==> config.mk <==
export PLATFORM = sky130hd
export DESIGN_NAME = never_scan_ctrl
export DESIGN_NICKNAME = d
export VERILOG_FILES = /design/src/rtl/never_scan_ctrl.sv
export SDC_FILE = /design/constraint.sdc
export NUM_CORES = 1
export LEC_CHECK = 0
export CORE_AREA = 10 10 109 111
export CTS_BUF_LIST = sky130_fd_sc_hd__clkbuf_8
export CTS_CLUSTER_SIZE = 8
export DETAILED_ROUTE_END_ITERATION = 10
export DIE_AREA = 0 0 119 121
export HOLD_SLACK_MARGIN = 0.15
export SETUP_SLACK_MARGIN = 0.05
export SLEW_MARGIN = 20
export SYNTH_ARGS = -nofsm -noshare
export SYNTH_HDL_FRONTEND = slang
export SYNTH_SLANG_ARGS = --single-unit
export TNS_END_PERCENT = 5
==> constraint.sdc <==
create_clock -name clk -period 9.2 [get_ports clk]
set_input_delay 2.3 -clock clk [delete_from_list [all_inputs] [get_ports clk]]
set_output_delay 2.3 -clock clk [all_outputs]
set_load 0.05 [all_outputs]
==> src/rtl/never_scan_ctrl.sv <==
// Nibble never-compare scan sequencer: IDLE -> SCAN -> DONE, start/done command, valid/ready words.
// Optional NEVER_SCAN_EARLY_EXIT_EN: the first hit word ends the scan.
`timescale 1ns/1ps

module never_compare #(
    parameter int WIDTH = 32,
    localparam int NIB = WIDTH / 4
) (
    input  logic [WIDTH-1:0] word,
    input  logic [3:0]       pattern,
    input  logic [3:0]       mask,
    output logic [NIB-1:0]   out_mask,
    output logic             zero
);
    always_comb begin
        out_mask = '0;
        for (int i = 0; i < NIB; i++) begin
            out_mask[i] = ((word[4*i +: 4] & mask) == pattern);
        end
    end

    assign zero = ~|out_mask;
endmodule

// state | meaning
// IDLE  | waiting for start
// SCAN  | accepting words, accumulating results
// DONE  | scan finished; done pulses the following cycle
module never_scan_ctrl #(
    parameter int WIDTH     = 32,
    parameter int MAX_WORDS = 256,
    localparam int NIB      = WIDTH / 4,
    localparam int LEN_W    = $clog2(MAX_WORDS + 1),
    localparam int IDX_W    = $clog2(MAX_WORDS * WIDTH / 4),
    localparam int CNT_W    = $clog2(MAX_WORDS * WIDTH / 4 + 1)
) (
    input  logic             clk,
    input  logic             reset,
    input  logic             start,
    input  logic [3:0]       pattern,
    input  logic [3:0]       mask,
    input  logic [LEN_W-1:0] length,
    input  logic             word_valid,
    input  logic [WIDTH-1:0] word_data,
    output logic             word_ready,
    output logic             busy,
    output logic             done,
    output logic             found,
    output logic [IDX_W-1:0] first_idx,
    output logic [CNT_W-1:0] match_count
);
    localparam int LOW_W = (NIB > 1) ? $clog2(NIB) : 1;

    typedef enum logic [1:0] {IDLE, SCAN, DONE} state_t;

    state_t           state, state_d;
    logic [3:0]       pat_q, mask_q;
    logic [LEN_W-1:0] rem, widx, len_c;
    logic [NIB-1:0]   out_mask;
    logic             zero, xfer, start_acc, early_stop;
    logic [CNT_W-1:0] hit_cnt;
    logic [LOW_W-1:0] low;

    never_compare #(.WIDTH(WIDTH)) u_cmp (
        .word     (word_data),
        .pattern  (pat_q),
        .mask     (mask_q),
        .out_mask (out_mask),
        .zero     (zero)
    );

    // done lands one cycle after DONE, so busy is stretched over the pulse
    assign busy      = (state != IDLE) | done;
    assign start_acc = start & ~busy;
    assign xfer      = word_valid & word_ready;
    assign len_c     = (length > LEN_W'(MAX_WORDS)) ? LEN_W'(MAX_WORDS) : length;

`ifdef NEVER_SCAN_EARLY_EXIT_EN
    assign early_stop = ~found & ~zero;
`else
    assign early_stop = 1'b0;
`endif

    always_comb begin
        hit_cnt = '0;
        for (int i = 0; i < NIB; i++) begin
            hit_cnt = hit_cnt + CNT_W'(out_mask[i]);
        end
    end

    always_comb begin
        low = '0;
        for (int i = NIB - 1; i >= 0; i--) begin
            if (out_mask[i]) low = LOW_W'(i);
        end
    end

    always_comb begin
        state_d = state;
        case (state)
            IDLE: if (start_acc) state_d = (len_c == '0) ? DONE : SCAN;
            SCAN: if (xfer && (rem == LEN_W'(1) || early_stop)) state_d = DONE;
            DONE: state_d = IDLE;
            default: state_d = IDLE;
        endcase
    end

    always_ff @(posedge clk or posedge reset) begin
        if (reset) begin
            state       <= IDLE;
            word_ready  <= 1'b0;
            done        <= 1'b0;
            found       <= 1'b0;
            first_idx   <= '1;
            match_count <= '0;
            pat_q       <= '0;
            mask_q      <= '0;
            rem         <= '0;
            widx        <= '0;
        end else begin
            state      <= state_d;
            word_ready <= (state_d == SCAN);
            done       <= (state == DONE);
            if (start_acc) begin
                pat_q       <= pattern;
                mask_q      <= mask;
                rem         <= len_c;
                widx        <= '0;
                found       <= 1'b0;
                first_idx   <= '1;
                match_count <= '0;
            end else if (xfer) begin
                match_count <= match_count + hit_cnt;
                rem         <= rem - 1'b1;
                widx        <= widx + 1'b1;
                if (!found && !zero) begin
                    found     <= 1'b1;
                    first_idx <= IDX_W'(widx) * IDX_W'(NIB) + IDX_W'(low);
                end
            end
        end
    end
endmodule

==> run summary, run 1 <==
Final worst path period need: 6.40 ns
Max incr delay on CP: 0.50 ns
Post-synth EDFFs: 0
Core area: 9640 µm²
FILL cells: 986
Tcrit/Tclk final: 69.6%
Count leader, synth: nand2_1
Warnings from Yosys: 0
Cts hold-fix bufs: 0
Worst Hold Depth: 1
Total gr overflow: 0
Data required, critical path: 9.44 ns
Worst Hold Class: reg -> reg
Die W: 119 µm
Unrepaired setup endpoints after global routing: no
Setup violators final: 0
Prevailing post-synth register cell: dfrtp_1
Root Driver: clkbuf_8
Synth top area share: 31.8%
Total chip power: 1.44 mW
Final hold vios: 0
Largest net degree at the start of global routing: 67
F_max: 156 MHz
Syn_nets: 435
Seq/Total Area, Yosys: 40.6%
Peak supply drop: 0.151 mV
Critical path depth in cells: 17
Leakage: 1.80 nW
Multi-input logic area: 1790 µm²
Worst Tran Pin Value: 0.795 ns
Synth Instances: 368
First-pass GRT wire length: 14,400 µm
Delay-heaviest family, CP: adder cells
Crit-path most repeated cell: fa_1
Max cap viols: 0
CTS tree: yes
IO buf count: 79
Worst Path Class, Setup: in -> reg
Post-DP HPWL: 6240 µm
R2R depth: 15
DRC Markers: 0
FF+latch area: 1340 µm²
Pwr/cell area: 338 nW/µm²
Worst path cell trace: clkdlybuf4s50_1, nand2_1, xor2_1, nand4_1, inv_1, fa_1, inv_1, fa_1, fa_1, fa_1, fa_1, nor2b_1, o21ai_0, nand2b_1, nand3_1, or3_1, a21oi_1
Post_cts resized: 0
Post-DRT Antenna Nets: 0
Seq cells post-synth: 53
Post-synth ARST share: 100%
Leading area contributor after synthesis: dfrtp_1
H-tree Lvls: 2
Clk Latency, worst-skew pair: 0.32 ns
Critical path arrival: 6.65 ns
Mean cell area of the mapped netlist: 8.97 µm²
Die Ht: 121 µm
Total CTS buffers: 5
# placed instances: 563
Layout net count: 504
Final wirelength: 8360 µm
Fin cells: 571
Via Count: 2,670
Max transition margin: 47.0%
Clk slew on worst S/H paths: 0.11 ns
Fraction of final layout cells with drive strength greater than 1: 7.99%
Commonest cells in the netlist: nand2_1 (69), xor2_1 (43), dfrtp_1 (42)
Drt first pass iters: 4
Antenna violations before repair: 0
Status: finished clean
WP buf/inv: 3
N_diodes: 0
Starting density of the core: 34.2%
CP Max Fanout: 4
Cell Rows: 36
1st-iter DRT viols: 104
Post-synth cell types: 40
CP Capture Type: flop
Final Skew: 0.0112 ns
Vias per std cell: 4.68
Area Overhead vs Synth: 28.9%
Post-Syn Area: 3300 µm²
Drt wl/cell: 14.6 µm
GRT Util Overall: 12.0%
Top area cells in the synthesized netlist: dfrtp_1 (32%), xor2_1 (11%), dfstp_2 (8.8%)
Max Root-Sink Buffers: 2
Routability cong.: 0.780
Accumulated negative setup slack: 0 ns
Top Ports: 80
Slowest CP cell: fa_1
Critical Path Start Type: primary input
Slew Viols, Final: 0
Vias in the first global route: 2,863
Clock Sinks: 53
# Post-CTS Setup Buffers: 0
Total Die Area: 14,400 µm²
==> area by class of cell <==
class	count	area share, %
Multi-Input combinational cell	281	42.1
Sequential cell	53	31.5
Timing Repair Buffer	81	18.9
Tap cell	133	3.91
Clock buffer	5	1.62
Inverter	15	1.32
Clock inverter	3	0.588
==> metal layers <==
layer / global-route usage (%) / up-vias / wire length (µm)
met4: 2.98 / 0 / 68
met3: 2.70 / 6 / 266
met5: 0 / - / 0
met2: 21.2 / 31 / 4320
li1: - / 1359 / -
met1: 14.3 / 1274 / 3700
==> path summary, 6_finish.rpt <==
path / start / to / slack (ns)
min in group asynchronous: reset / done / 2.45
min reg2reg: state[1] / state[1] / 0.49
min: state[1] / state[1] / 0.49
max in group asynchronous: reset / widx[2] / 6.28
max: word_data[1] / match_count[10] / 2.80
max reg2reg: pat_q[3] / match_count[10] / 4.62
==> sequential cells by signal, indices dropped and copies added (netlist names) <==
register,count
done,1
first_idx,11
found,1
mask_q,4
match_count,12
pat_q,4
rem,9
state,2
widx,8
word_ready,1
==> power breakdown <==
group          switching, mW  internal [mW]  total [mW]
Clock                 0.0848         0.0557       0.140
Combinational          0.506          0.349       0.854
Sequential             0.110          0.332       0.442
==> cells by family (layout without fill, tap and decap cells) <==
group / after synthesis / after routing / share of synthesized area (%)
flops: 53 / 53 / 40.6
buf+inv: 34 / 104 / 5.16
fa+ha+maj: 14 / 14 / 6.44
compound gates: 46 / 46 / 8.49
xor+xnor: 51 / 51 / 13.5
simple gates: 170 / 170 / 25.8
==> cells in the final DEF, fill, tap and decap left out, types with 5 or more instances in the layout <==
cell type and count:
nor3_1 13, xnor2_1 8, nand2_1 69, nor2_1 33, a21oi_1 19, or3_1 6, clkbuf_8 5, fa_1 5
clkdlybuf4s50_1 79, nand3_1 8, nand4_1 9, nand3b_1 8, dfstp_2 11, inv_1 14, o21ai_0 16, ha_1 9
dfrtp_1 42, nor2b_1 5, xor2_1 43
==> through the flow <==
step                      hold WS, ns  setup WS, ns  utilization (%)  instance area [µm²]
after floorplan                 0.447          3.26                -                 3300
after detailed placement        0.483          2.43             43.2                 4160
after global placement          0.475          2.57             43.2                 4160
final                           0.493          2.80             44.1                 4250
after CTS                       0.500          2.77             44.1                 4250
after global routing            0.526          2.50             44.1                 4250
(Power assumes the default switching activity.)
==> inputs of run 2 (changes only) <==
Clock period 9.2 ns to 6.1 ns, I/O delays scaled along.
==> run summary, run 2 (synthesized netlist as in run 1, its figures left out) <==
Antenna violations before repair: 0
FILL cells: 974
Worst Hold Class: reg -> reg
Data required, critical path: 6.33 ns
DRC Markers: 0
Final wirelength: 8320 µm
First-pass GRT wire length: 14,300 µm
Largest register FFs: 12
Setup violators final: 0
CP Capture Type: flop
Cell Rows: 36
Max transition margin: 48.2%
Worst Path Class, Setup: in -> reg
R2R Setup Slk: 1.51 ns
Post-DRT Antenna Nets: 0
# Post-CTS Setup Buffers: 0
Area Overhead vs Synth: 29.7%
Commonest non-fill, non-tap cell in the layout: clkdlybuf4s50_1
Total CTS buffers: 5
Fraction of final layout cells with drive strength greater than 1: 7.99%
N_diodes: 0
Layout net count: 504
Routability cong.: 0.780
Clock Sinks: 53
Worst path cell trace: clkdlybuf4s50_1, nand2_1, xor2_1, nand4_2, inv_1, fa_1, inv_1, fa_1, fa_1, fa_1, fa_1, nor2b_1, o21ai_0, nand2b_1, nand3_1, or3_1, a21oi_1
Final hold vios: 0
Setup ws final: 0.456 ns
Largest registers: match_count x12, first_idx x11, rem x9
Root Driver: clkbuf_8
Min-delay src: state[0]
Pwr/cell area: 515 nW/µm²
Drt wl/cell: 14.6 µm
Critical path arrival: 5.87 ns
Pre-CTS WS: 0.133 ns
Total chip power: 2.20 mW
Most frequent cells in the layout: clkdlybuf4s50_1 (79), nand2_1 (69), xor2_1 (43)
Starting density of the core: 34.2%
Final Skew: 0.00284 ns
IO buf count: 79
Worst Hold Depth: 1
Final worst path period need: 5.64 ns
Die Ht: 121 µm
Reg2reg start: pat_q[3]
Crit-path most repeated cell: fa_1
CP Max Fanout: 5
Vias in the first global route: 2,862
Total gr overflow: 0
Unrepaired setup endpoints after global routing: no
Die W: 119 µm
Accumulated negative setup slack: 0 ns
Vias per std cell: 4.69
Worst Tran Pin Value: 0.777 ns
Cts hold-fix bufs: 0
Status: finished clean
Worst R2R End: match_count[10]
Clk Latency, worst-skew pair: 0.31 ns
Slowest CP cell: fa_1
Clk slew on worst S/H paths: 0.09 ns
Leakage: 1.81 nW
1st-iter DRT viols: 81
F_max: 177 MHz
Largest net degree at the start of global routing: 67
R2R depth: 15
Slew Viols, Final: 0
H-tree Lvls: 2
Total Die Area: 14,400 µm²
Post_cts resized: 0
Hold EP: done
Via Count: 2,679
Drt first pass iters: 4
Peak supply drop: 0.205 mV
Max incr delay on CP: 0.47 ns
GRT Util Overall: 12.0%
Critical Path Start Type: primary input
Max cap viols: 0
Tcrit/Tclk final: 92.5%
Max Root-Sink Buffers: 2
CTS tree: yes
Post-DP HPWL: 6240 µm
Top Ports: 80
Core area: 9640 µm²
Largest reg by FF count: match_count
## run 2: worst max-delay path by stage
stage,startpoint,slack [ns],cells past startpoint,end
floorplan,word_data[11],0.93,16,match_count[10]
global placement,word_data[0],0.25,17,match_count[10]
detailed placement,word_data[11],0.13,17,match_count[10]
CTS,word_data[11],0.43,17,match_count[10]
global route,word_data[9],0.13,17,match_count[10]
finish,word_data[11],0.46,17,match_count[10]
## run 2: through the flow
stage,instance area [µm²],hold WS (ns),utilization [%],std cells
CTS,4280,0.497,44.4,571
finish,4280,0.498,44.4,571
detailed placement,4160,0.483,43.2,563
global route,4280,0.519,44.4,571
floorplan,3300,0.447,-,368
global placement,4160,0.475,43.2,563
## run 2: report_power, final
group | switching (mW) | total, mW | internal, mW
registers | 0.164 | 0.665 | 0.501
logic | 0.761 | 1.29 | 0.525
clock network | 0.117 | 0.251 | 0.134
## run 2: final cells by class
cell class | count | area, µm² | share of cell area, %
Clock buffer | 6 | 82.6 | 1.93
Inverter | 15 | 56.3 | 1.32
Sequential cell | 53 | 1340 | 31.3
Multi-Input combinational cell | 281 | 1790 | 41.9
Clock inverter | 2 | 37.5 | 0.877
Tap cell | 133 | 166 | 3.89
Timing Repair Buffer | 81 | 806 | 18.8
## run 2: critical path, delay by kind of cell
kind,cells,cell delay (ns)
AO/OA/AOI/OAI,2,0.25
XOR/XNOR,1,0.19
adder cells (fa/ha/maj),5,2.13
buffers and inverters,3,0.68
AND/OR/NAND/NOR,6,1.09
## run 2: per-layer routing
layer	global-route usage [%]	up-vias	routed length, µm
met1	14.3	1280	3640
met4	2.98	0	69
met3	3.26	4	319
met2	20.9	36	4290
met5	0	-	0
li1	-	1359	-
